**src/rtl/spi_slave_interface.sv**
```systemverilog
// rtl/spi_slave_interface.sv - SPI mode-3 slave, byte-oriented, oversampled by the system clock
// sclk/slave_select/mosi are synchronized; all framing runs on the synchronized copies.
module spi_slave_interface #(
   parameter int SYNC_STAGES = 2
) (
   input  logic       clk,
   input  logic       rst,
   input  logic       sclk,
   input  logic       slave_select,
   input  logic       mosi,
   output logic       miso,
   output logic       miso_en,
   input  logic [7:0] send_data,
   output logic       send_load,
   output logic [7:0] recieved_data,
   output logic       end_transmission,
   output logic       frame_error
);

   localparam logic [0:0] ST_IDLE  = 1'b0;
   localparam logic [0:0] ST_SHIFT = 1'b1;

   logic [SYNC_STAGES-1:0] sclk_sync_q, sclk_sync_d;
   logic [SYNC_STAGES-1:0] ss_sync_q, ss_sync_d;
   logic [SYNC_STAGES-1:0] mosi_sync_q, mosi_sync_d;
   logic [SYNC_STAGES-1:0] sync_valid_q, sync_valid_d;
   logic                   sclk_prev_q, sclk_prev_d;
   logic                   armed_q, armed_d;
   logic [0:0]             state_q, state_d;
   logic [7:0]             tx_q, tx_d;
   logic [7:0]             rx_q, rx_d;
   logic [3:0]             bit_cnt_q, bit_cnt_d;
   logic                   miso_q, miso_d;
   logic                   miso_en_q, miso_en_d;
   logic [7:0]             recieved_data_q, recieved_data_d;
   logic                   end_transmission_q, end_transmission_d;
   logic                   send_load_q, send_load_d;
   logic                   frame_error_q, frame_error_d;

   logic sclk_s, ss_s, mosi_s, sclk_rise, sclk_fall;

   assign sclk_s    = sclk_sync_q[SYNC_STAGES-1];
   assign ss_s      = ss_sync_q[SYNC_STAGES-1];
   assign mosi_s    = mosi_sync_q[SYNC_STAGES-1];
   assign sclk_rise = ~sclk_prev_q & sclk_s;
   assign sclk_fall = sclk_prev_q & ~sclk_s;

   always_comb begin
      sclk_sync_d  = {sclk_sync_q[SYNC_STAGES-2:0], sclk};
      ss_sync_d    = {ss_sync_q[SYNC_STAGES-2:0], slave_select};
      mosi_sync_d  = {mosi_sync_q[SYNC_STAGES-2:0], mosi};
      sync_valid_d = {sync_valid_q[SYNC_STAGES-2:0], 1'b1};
      sclk_prev_d  = sclk_s;
      // Only arm once a real (post-reset) deselect has flushed through the synchronizer,
      // so a master still holding slave_select low after a reset cannot start a frame.
      armed_d      = armed_q | (sync_valid_q[SYNC_STAGES-1] & ss_s);
   end

   always_comb begin
      state_d            = state_q;
      tx_d               = tx_q;
      rx_d               = rx_q;
      bit_cnt_d          = bit_cnt_q;
      miso_d             = miso_q;
      miso_en_d          = miso_en_q;
      recieved_data_d    = recieved_data_q;
      end_transmission_d = 1'b0;
      send_load_d        = 1'b0;
      frame_error_d      = 1'b0;

      case (state_q)
         ST_IDLE: begin
            miso_d    = 1'b1;
            miso_en_d = 1'b0;
            bit_cnt_d = 4'd0;
            if (armed_q && !ss_s) begin
               state_d     = ST_SHIFT;
               tx_d        = send_data;
               rx_d        = 8'h00;
               miso_d      = send_data[7];
               miso_en_d   = 1'b1;
               send_load_d = 1'b1;
            end
         end
         default: begin
            if (ss_s) begin
               // Deselect wins over a coincident 8th rise: the partial byte is dropped.
               state_d       = ST_IDLE;
               miso_d        = 1'b1;
               miso_en_d     = 1'b0;
               bit_cnt_d     = 4'd0;
               rx_d          = 8'h00;
               frame_error_d = (bit_cnt_q != 4'd0);
            end else if (sclk_fall) begin
               miso_d = tx_q[7];
            end else if (sclk_rise) begin
               if (bit_cnt_q == 4'd7) begin
                  recieved_data_d    = {rx_q[6:0], mosi_s};
                  end_transmission_d = 1'b1;
                  bit_cnt_d          = 4'd0;
                  rx_d               = 8'h00;
                  tx_d               = send_data;
                  send_load_d        = 1'b1;
               end else begin
                  tx_d      = {tx_q[6:0], 1'b0};
                  rx_d      = {rx_q[6:0], mosi_s};
                  bit_cnt_d = bit_cnt_q + 4'd1;
               end
            end
         end
      endcase
   end

   always_ff @(posedge clk or posedge rst) begin
      if (rst) begin
         sclk_sync_q        <= '1;
         ss_sync_q          <= '1;
         mosi_sync_q        <= '0;
         sync_valid_q       <= '0;
         sclk_prev_q        <= 1'b1;
         armed_q            <= 1'b0;
         state_q            <= ST_IDLE;
         tx_q               <= 8'h00;
         rx_q               <= 8'h00;
         bit_cnt_q          <= 4'd0;
         miso_q             <= 1'b1;
         miso_en_q          <= 1'b0;
         recieved_data_q    <= 8'h00;
         end_transmission_q <= 1'b0;
         send_load_q        <= 1'b0;
         frame_error_q      <= 1'b0;
      end else begin
         sclk_sync_q        <= sclk_sync_d;
         ss_sync_q          <= ss_sync_d;
         mosi_sync_q        <= mosi_sync_d;
         sync_valid_q       <= sync_valid_d;
         sclk_prev_q        <= sclk_prev_d;
         armed_q            <= armed_d;
         state_q            <= state_d;
         tx_q               <= tx_d;
         rx_q               <= rx_d;
         bit_cnt_q          <= bit_cnt_d;
         miso_q             <= miso_d;
         miso_en_q          <= miso_en_d;
         recieved_data_q    <= recieved_data_d;
         end_transmission_q <= end_transmission_d;
         send_load_q        <= send_load_d;
         frame_error_q      <= frame_error_d;
      end
   end

   assign miso             = miso_q;
   assign miso_en          = miso_en_q;
   assign recieved_data    = recieved_data_q;
   assign end_transmission = end_transmission_q;
   assign send_load        = send_load_q;
   assign frame_error      = frame_error_q;

endmodule
```
**config.mk**
```make
export PLATFORM = sky130hd
export DESIGN_NAME = spi_slave_interface
export DESIGN_NICKNAME = d
export VERILOG_FILES = /design/src/rtl/spi_slave_interface.sv
export SDC_FILE = /design/constraint.sdc
export NUM_CORES = 1
export LEC_CHECK = 0
export CAP_MARGIN = 20
export CELL_PAD_IN_SITES_DETAIL_PLACEMENT = 0
export CELL_PAD_IN_SITES_GLOBAL_PLACEMENT = 1
export CORE_ASPECT_RATIO = 0.7
export CORE_MARGIN = 2
export CORE_UTILIZATION = 39
export CTS_CLUSTER_SIZE = 24
export DETAILED_ROUTE_END_ITERATION = 12
export PLACE_DENSITY_LB_ADDON = 0.1
export SLEW_MARGIN = 20
export SYNTH_ARGS = -nofsm -noshare
export SYNTH_HDL_FRONTEND = slang
export SYNTH_SLANG_ARGS = --single-unit
```
**constraint.sdc**
```tcl
create_clock -name clk -period 1.3 [get_ports clk]
set_input_delay 0.195 -clock clk [delete_from_list [all_inputs] [get_ports clk]]
set_output_delay 0.195 -clock clk [all_outputs]
set_load 0.01 [all_outputs]
```
==> metrics.csv, run 1 <==
stage;metric;value;unit
outcome;outcome;finished with violations;
outcome;failed_checks;negative setup slack;
grt;busiest_layer;met2;
finish;antenna_cells;0;
synthesis;netlist_instances;140;
finish;drive_gt1_frac;0.441;
die;row_count;20;
setup_path;cp_num_buf_inv;0;
clocking;clk_latency;0.29;ns
setup_path;worstPathArrival;1.59;ns
placed_design;dpl_cell_area;0.00233;mm^2
pwr;post-layout-total-power;2.65;mW
setup_path;crit_family;flip-flops;
die;start_util;0.413;
grt;grtUsageMet3;0.0456;
synthesis;async_reset_ff_frac;1.00;
worst_hold_path;hp-class;in -> async;
timing;rsz0062_at_grt;yes;
timing;finalMaxSlewViolations;0;
placed_design;gp_congestion;0.845;
synthesis;synth-seq-cells;43;
grt;antenna_found_initial;0;
grt;grt_use_met1;0.215;
routing;dr.first_iter.drc_count;83;
routing;ant_nets;0;
die;die_h;61.1;um
timing;clock-skew-final;0.00844;ns
synthesis;ys.flop_type;dfrtp_1;
grt;grt_pass1_vias;1279;
setup_path;crit_slowest_cell;dfrtp_1;
pwr;ir_drop;627;uV
synthesis;synth_nets;155;
finish;n_fill_cell;354;
synthesis;seq_area_frac_synth;0.596;
timing;fin_setup_tns;-1.81;ns
routing;dr.pass1.iters;4;
clocking;cts_root_buf;clkbuf_8;
grt;grt_pass1_wl;6.27;mm
clocking;cts_tree;done;
clocking;htreeDepth;2;
clocking;clockBufferDepth;2;
setup_path;critical_path.max_fanout;9;
die;core_area;0.00440;mm^2
timing;fin_crit;1.41;ns
pwr;power.density;1010;mW/mm^2
timing;min_period_over_period;1.09;
die;die_area;0.00524;mm^2
synthesis;ys_warn_count;0;
grt;grt_use_met2;0.257;
synthesis;netlist_area;0.00182;mm^2
pwr;p_leak;1.23;nW
routing;wl;3.80;mm
synthesis;synth-edff-count;0;
clocking;numCtsBuffers;5;
timing;hold_viol;0;
finish;nNetsFinal;216;
clocking;numClockSinks;43;
grt;grt_max_degree;44;
clocking;hold_buffers;0;
finish;area_growth;44.8;%
setup_path;worst-setup-path-type;reg -> reg;
setup_path;max_stage_delay;0.41;ns
synthesis;synth.avg_cell_area;13.0;um^2
synthesis;synthDistinctLibCells;37;
setup_path;end_kind;register;
flow_run;cap_violations;0;
finish;multi_input_area;802;um^2
grt;gr-total-overflow;0;
clocking;clkTransAtPathRegs;0.07;ns
grt;grtUsageTotal;0.160;
routing;drc_errors;0;
routing;dr_total_vias;1316;
timing;fmax;709;MHz
placed_design;dp.final_hpwl;2.46;mm
die;die_width;85.6;um
die;ios;26;
routing;via_per_inst;5.12;
setup_path;crit_path_start_kind;register;
setup_path;cp.required;1.48;ns
setup_path;path_cells;ha_4, and3b_2, nand2_8, mux2_4;
timing;worst_slack;-0.111;ns
finish;ff_latch_area;0.00108;mm^2
timing;report.final.setup_viol;24;
routing;routedWlPerCell;14.8;um
finish;design_area;0.00263;mm^2
placed_design;port_buffers;25;
[sequential cells by signal, indices dropped and copies added (netlist names)]
| name | count |
|---|---|
| recieved_data | 8 |
| tx_q | 8 |
| rx_q | 7 |
| bit_cnt_q | 4 |
| mosi_sync_q | 2 |
| sclk_sync_q | 2 |
| ss_sync_q | 2 |
| sync_valid_q | 2 |
| armed_q | 1 |
| end_transmission | 1 |
| frame_error | 1 |
| miso | 1 |
| miso_en | 1 |
| sclk_prev_q | 1 |
| send_load | 1 |
| state_q | 1 |
[path summary, 6_finish.rpt]
kind | start | endpoint | slack (ns) | depth (start not counted)
setup reg to reg | bit_cnt_q[0] | recieved_data[0] | -0.11 | 4
hold reg to reg | sync_valid_q[0] | sync_valid_q[1] | 0.35 | 0
setup / recovery | bit_cnt_q[0] | recieved_data[0] | -0.11 | 4
min in group clk | sclk | sclk_sync_q[0] | 0.32 | 1
max in group asynchronous | rst | sclk_sync_q[1] | 0.78 | 3
hold / removal | rst | mosi_sync_q[0] | 0.26 | 3
[cells in the final DEF, fill, tap and decap left out, types with 2 or more instances in the layout]
cell type,netlist,final
a21oi_2,0,2
a22o_1,8,8
a31oi_1,7,7
buf_12,0,2
buf_4,1,20
buf_6,2,9
buf_8,1,3
clkbuf_8,0,5
clkdlybuf4s50_1,0,12
clkinvlp_4,0,2
dfrtp_1,37,37
dfstp_2,6,6
dlygate4sd2_1,0,12
inv_1,5,4
mux2_4,8,8
mux2i_1,2,2
nand2_1,2,2
nand2b_4,0,3
nand3_1,9,5
nand3_2,0,4
nand3b_1,2,2
nor2_1,7,6
nor3_1,7,2
nor3_2,0,5
o21ai_1,0,2
o21ai_2,0,5
[power by group]
| group | total (mW) | internal [mW] | leakage [nW] | switching, mW |
|---|---|---|---|---|
| Sequential | 1.48 | 1.42 | 0.539 | 0.0566 |
| Combinational | 0.359 | 0.200 | 0.651 | 0.159 |
| Clock | 0.815 | 0.375 | 0.0412 | 0.440 |
[timing repair]
item                                    in CTS  in global routing
pin swaps                                   16                 10
gates resized for setup                     52                 13
setup buffers                                1                  6
gates cloned                                 0                  0
endpoints found under the setup margin      38                 29
[cells in the mapped netlist, types with 3 or more instances]
master	instances	area share
inv_1	5	0.010
dfrtp_1	37	0.51
nand3_1	9	0.025
a31oi_1	7	0.024
nand2b_1	4	0.014
nor2_1	7	0.014
mux2_4	8	0.066
a21oi_1	3	0.0083
o21ai_0	8	0.022
a22o_1	8	0.039
nor3_1	7	0.019
dfstp_2	6	0.087
[through the flow]
step	setup slack (ns)	hold slack (ns)	std cells	util
2_1_floorplan	-0.161	0.199	140	-
3_3_place_gp	-0.141	0.332	242	0.528
3_5_place_dp	-0.183	0.336	242	0.528
4_1_cts	-0.0987	0.270	251	0.575
5_1_grt	-0.159	0.295	257	0.598
6_report	-0.111	0.258	257	0.598
[worst register-to-register path: stages, from the launching register on]
cell and delay (ns):
dfrtp_1 0.41, ha_4 0.19, and3b_2 0.25, nand2_8 0.14
mux2_4 0.31
[layer usage]
metal,share of wire,vias to the layer above,routed length [um]
li1,-,630,-
met1,0.48,654,1810
met2,0.48,27,1810
met3,0.039,5,150
met4,0.0095,0,36
met5,0,-,0
[kinds of logic after synthesis]
| family | Yosys count | share of synthesized area |
|---|---|---|
| DFF | 43 | 0.596 |
| and+or+nand+nor | 42 | 0.148 |
| AOI/OAI and AO/OA | 31 | 0.121 |
| muxes | 10 | 0.0770 |
| buffers and inverters | 10 | 0.0378 |
| adders and majority gates | 2 | 0.0138 |
| other | 1 | 0.00206 |
| xor gates and xnor gates | 1 | 0.00482 |
[final cells by class]
class	count	area share
inverters	5	0.00855
repair buffers	59	0.217
well taps	55	0.0261
clock buffers	6	0.0276
clock inverters	2	0.00475
multi-input cells	87	0.305
flip-flops and latches	43	0.411
Power figures use the tool's default switching activity.
==> run 2, diff against run 1 <==
--- a/config.mk
+++ b/config.mk
@@ -12,3 +12,3 @@
 export CORE_MARGIN = 2
-export CORE_UTILIZATION = 39
+export CORE_UTILIZATION = 46
 export CTS_CLUSTER_SIZE = 24
==> constraint.sdc (replaced) <==
create_clock -name clk -period 1.81 [get_ports clk]
set_input_delay 0.2715 -clock clk [delete_from_list [all_inputs] [get_ports clk]]
set_output_delay 0.2715 -clock clk [all_outputs]
set_load 0.1 [all_outputs]
==> run 2 against run 1 <==
  * The flow now finishes without violations
  * Critical path depth unchanged
  * Power decreased by 24%
  * Clock-buffer cell count unchanged
  * Largest power group unchanged
  * Clock power decreased by 7.0%
  * Via count decreased by 11%
  * Worst setup slack improved by 0.23 ns
  * Combinational power decreased by 43%
  * Sequential share of layout area increased by 7.6 points
  * Sequential power decreased by 28%
  * Critical path type unchanged
  * Hold slack improved by 0.071 ns
  * Sequential cell count unchanged
  * Largest cell class unchanged
  * Die area decreased by 14%
==> metrics.csv, run 2 (synthesis gave the netlist of run 1 again) <==
stage;metric;value;unit
outcome;outcome;finished, final reports clean;
flow_run;cap_violations;0;
grt;gr-total-overflow;0;
grt;grt_pass1_wl;5.50;mm
setup_path;crit_path_start_kind;register;
grt;grt_pass1_vias;1193;
clocking;cts_setup_buffers;0;
routing;routedWlPerCell;14.4;um
grt;antenna_found_initial;0;
setup_path;r2r_start;bit_cnt_q[1];
routing;wl_met2;1.55;mm
timing;clock-skew-final;0.00372;ns
clocking;post_cts_resized;0;
placed_design;port_buffers;25;
timing;rsz0062_at_grt;no;
setup_path;worstPathArrival;1.87;ns
setup_path;critical_path.max_fanout;9;
routing;drc_errors;0;
routing;met3_length;117;um
routing;dr_total_vias;1174;
setup_path;path_cells;ha_1, and3b_1, nand2_8, mux2_4;
timing;fin_setup_tns;0;ns
pwr;ir_drop;527;uV
routing;drt-met1-wl;1.52;mm
finish;most-common-layout-cells;dfrtp_1 (37), buf_4 (15), clkdlybuf4s50_1 (12);
pwr;power.density;910;mW/mm^2
routing;dr.first_iter.drc_count;65;
die;die_h;56.6;um
timing;fmax;590;MHz
setup_path;max_stage_delay;0.46;ns
die;core_area;0.00385;mm^2
routing;via_per_inst;5.24;
clocking;clkTransAtPathRegs;0.08;ns
timing;min_period_over_period;0.936;
timing;fin_crit;1.69;ns
setup_path;worst-setup-path-type;reg -> reg;
placed_design;dpl_worst_slack;0.120;ns
finish;layout_commonest_cell;dfrtp_1;
die;start_util;0.472;
finish;design_area;0.00222;mm^2
pwr;p_leak;1.03;nW
clocking;clk_latency;0.29;ns
die;ios;26;
worst_hold_path;hp-class;in -> async;
routing;ant_nets;0;
timing;worst_slack;0.116;ns
clocking;numClockSinks;43;
clocking;clockBufferDepth;2;
finish;nNetsFinal;186;
finish;antenna_cells;0;
setup_path;r2r_slack;0.12;ns
setup_path;crit_slowest_cell;and3b_1;
grt;grt_max_degree;44;
timing;hold_viol;0;
die;die_area;0.00448;mm^2
setup_path;crit_family;simple AND/OR/NAND/NOR gates;
timing;finalMaxSlewViolations;0;
setup_path;reg2reg_to;recieved_data[1];
clocking;hold_buffers;0;
setup_path;cp.required;1.98;ns
setup_path;r2r.worst_path.cells;4;
placed_design;gp_congestion;0.715;
routing;highest_layer;met4;
setup_path;cp.depth;4;
finish;drive_gt1_frac;0.262;
clocking;cts_tree;done;
grt;grtUsageTotal;0.163;
placed_design;dpl_cell_area;0.00211;mm^2
timing;report.final.setup_viol;0;
clocking;numCtsBuffers;5;
clocking;htreeDepth;2;
routing;wl;3.22;mm
clocking;cts_root_buf;clkbuf_8;
routing;dr.pass1.iters;4;
setup_path;cp_num_buf_inv;0;
die;die_width;79.2;um
die;row_count;19;
placed_design;dp.final_hpwl;2.22;mm
setup_path;end_kind;register;
finish;area_growth;22.3;%
==> run 2: metal layers <==
metal,global-route usage,up-vias
li1,-,564
met1,0.221,588
met2,0.252,18
met3,0.0450,4
met4,0.0640,0
met5,0,-
==> run 2: worst max path at each step <==
stage / from / endpoint / slack, ns
2_1_floorplan: ss_sync_q[1] / recieved_data[0] / 0.34
3_3_place_gp: bit_cnt_q[0] / recieved_data[1] / 0.18
3_5_place_dp: bit_cnt_q[1] / recieved_data[1] / 0.12
4_1_cts: bit_cnt_q[1] / recieved_data[3] / 0.11
5_1_grt: bit_cnt_q[1] / recieved_data[1] / 0.01
6_report: bit_cnt_q[1] / recieved_data[1] / 0.12
==> run 2: metrics by stage <==
stage	hold WS [ns]	cells	power (mW)	util
after global placement	0.334	216	1.28	0.547
after detailed placement	0.335	216	1.29	0.547
after global routing	0.361	224	2.13	0.578
final	0.328	224	2.02	0.578
after CTS	0.335	224	2.05	0.578
after floorplan	0.276	140	1.21	-
==> run 2: tightest hold or removal path, delay by kind of cell <==
kind / cells / cell delay [ns]
buffers and inverters: 3 / 0.72
==> run 2: power breakdown <==
| group | total (mW) | internal, mW | switching (mW) |
|---|---|---|---|
| logic | 0.205 | 0.0919 | 0.114 |
| clock network | 0.758 | 0.446 | 0.312 |
| registers | 1.06 | 1.02 | 0.0400 |
| total | 2.02 | 1.56 | 0.465 |
==> run 2: cell type report <==
class	count	area [um^2]
clock buffers	6	82.6
clock inverters	2	35.0
fillers	340	1630
inverters	5	18.8
multi-input cells	87	667
flip-flops and latches	43	1080
well taps	52	65.1
repair buffers	29	273
==> run 3, diff against run 2 <==
- GPL_ROUTABILITY_DRIVEN: not set -> 0
==> results of run 3 <==
No change in the layout: final DEF, timing and power equal those of run 2.
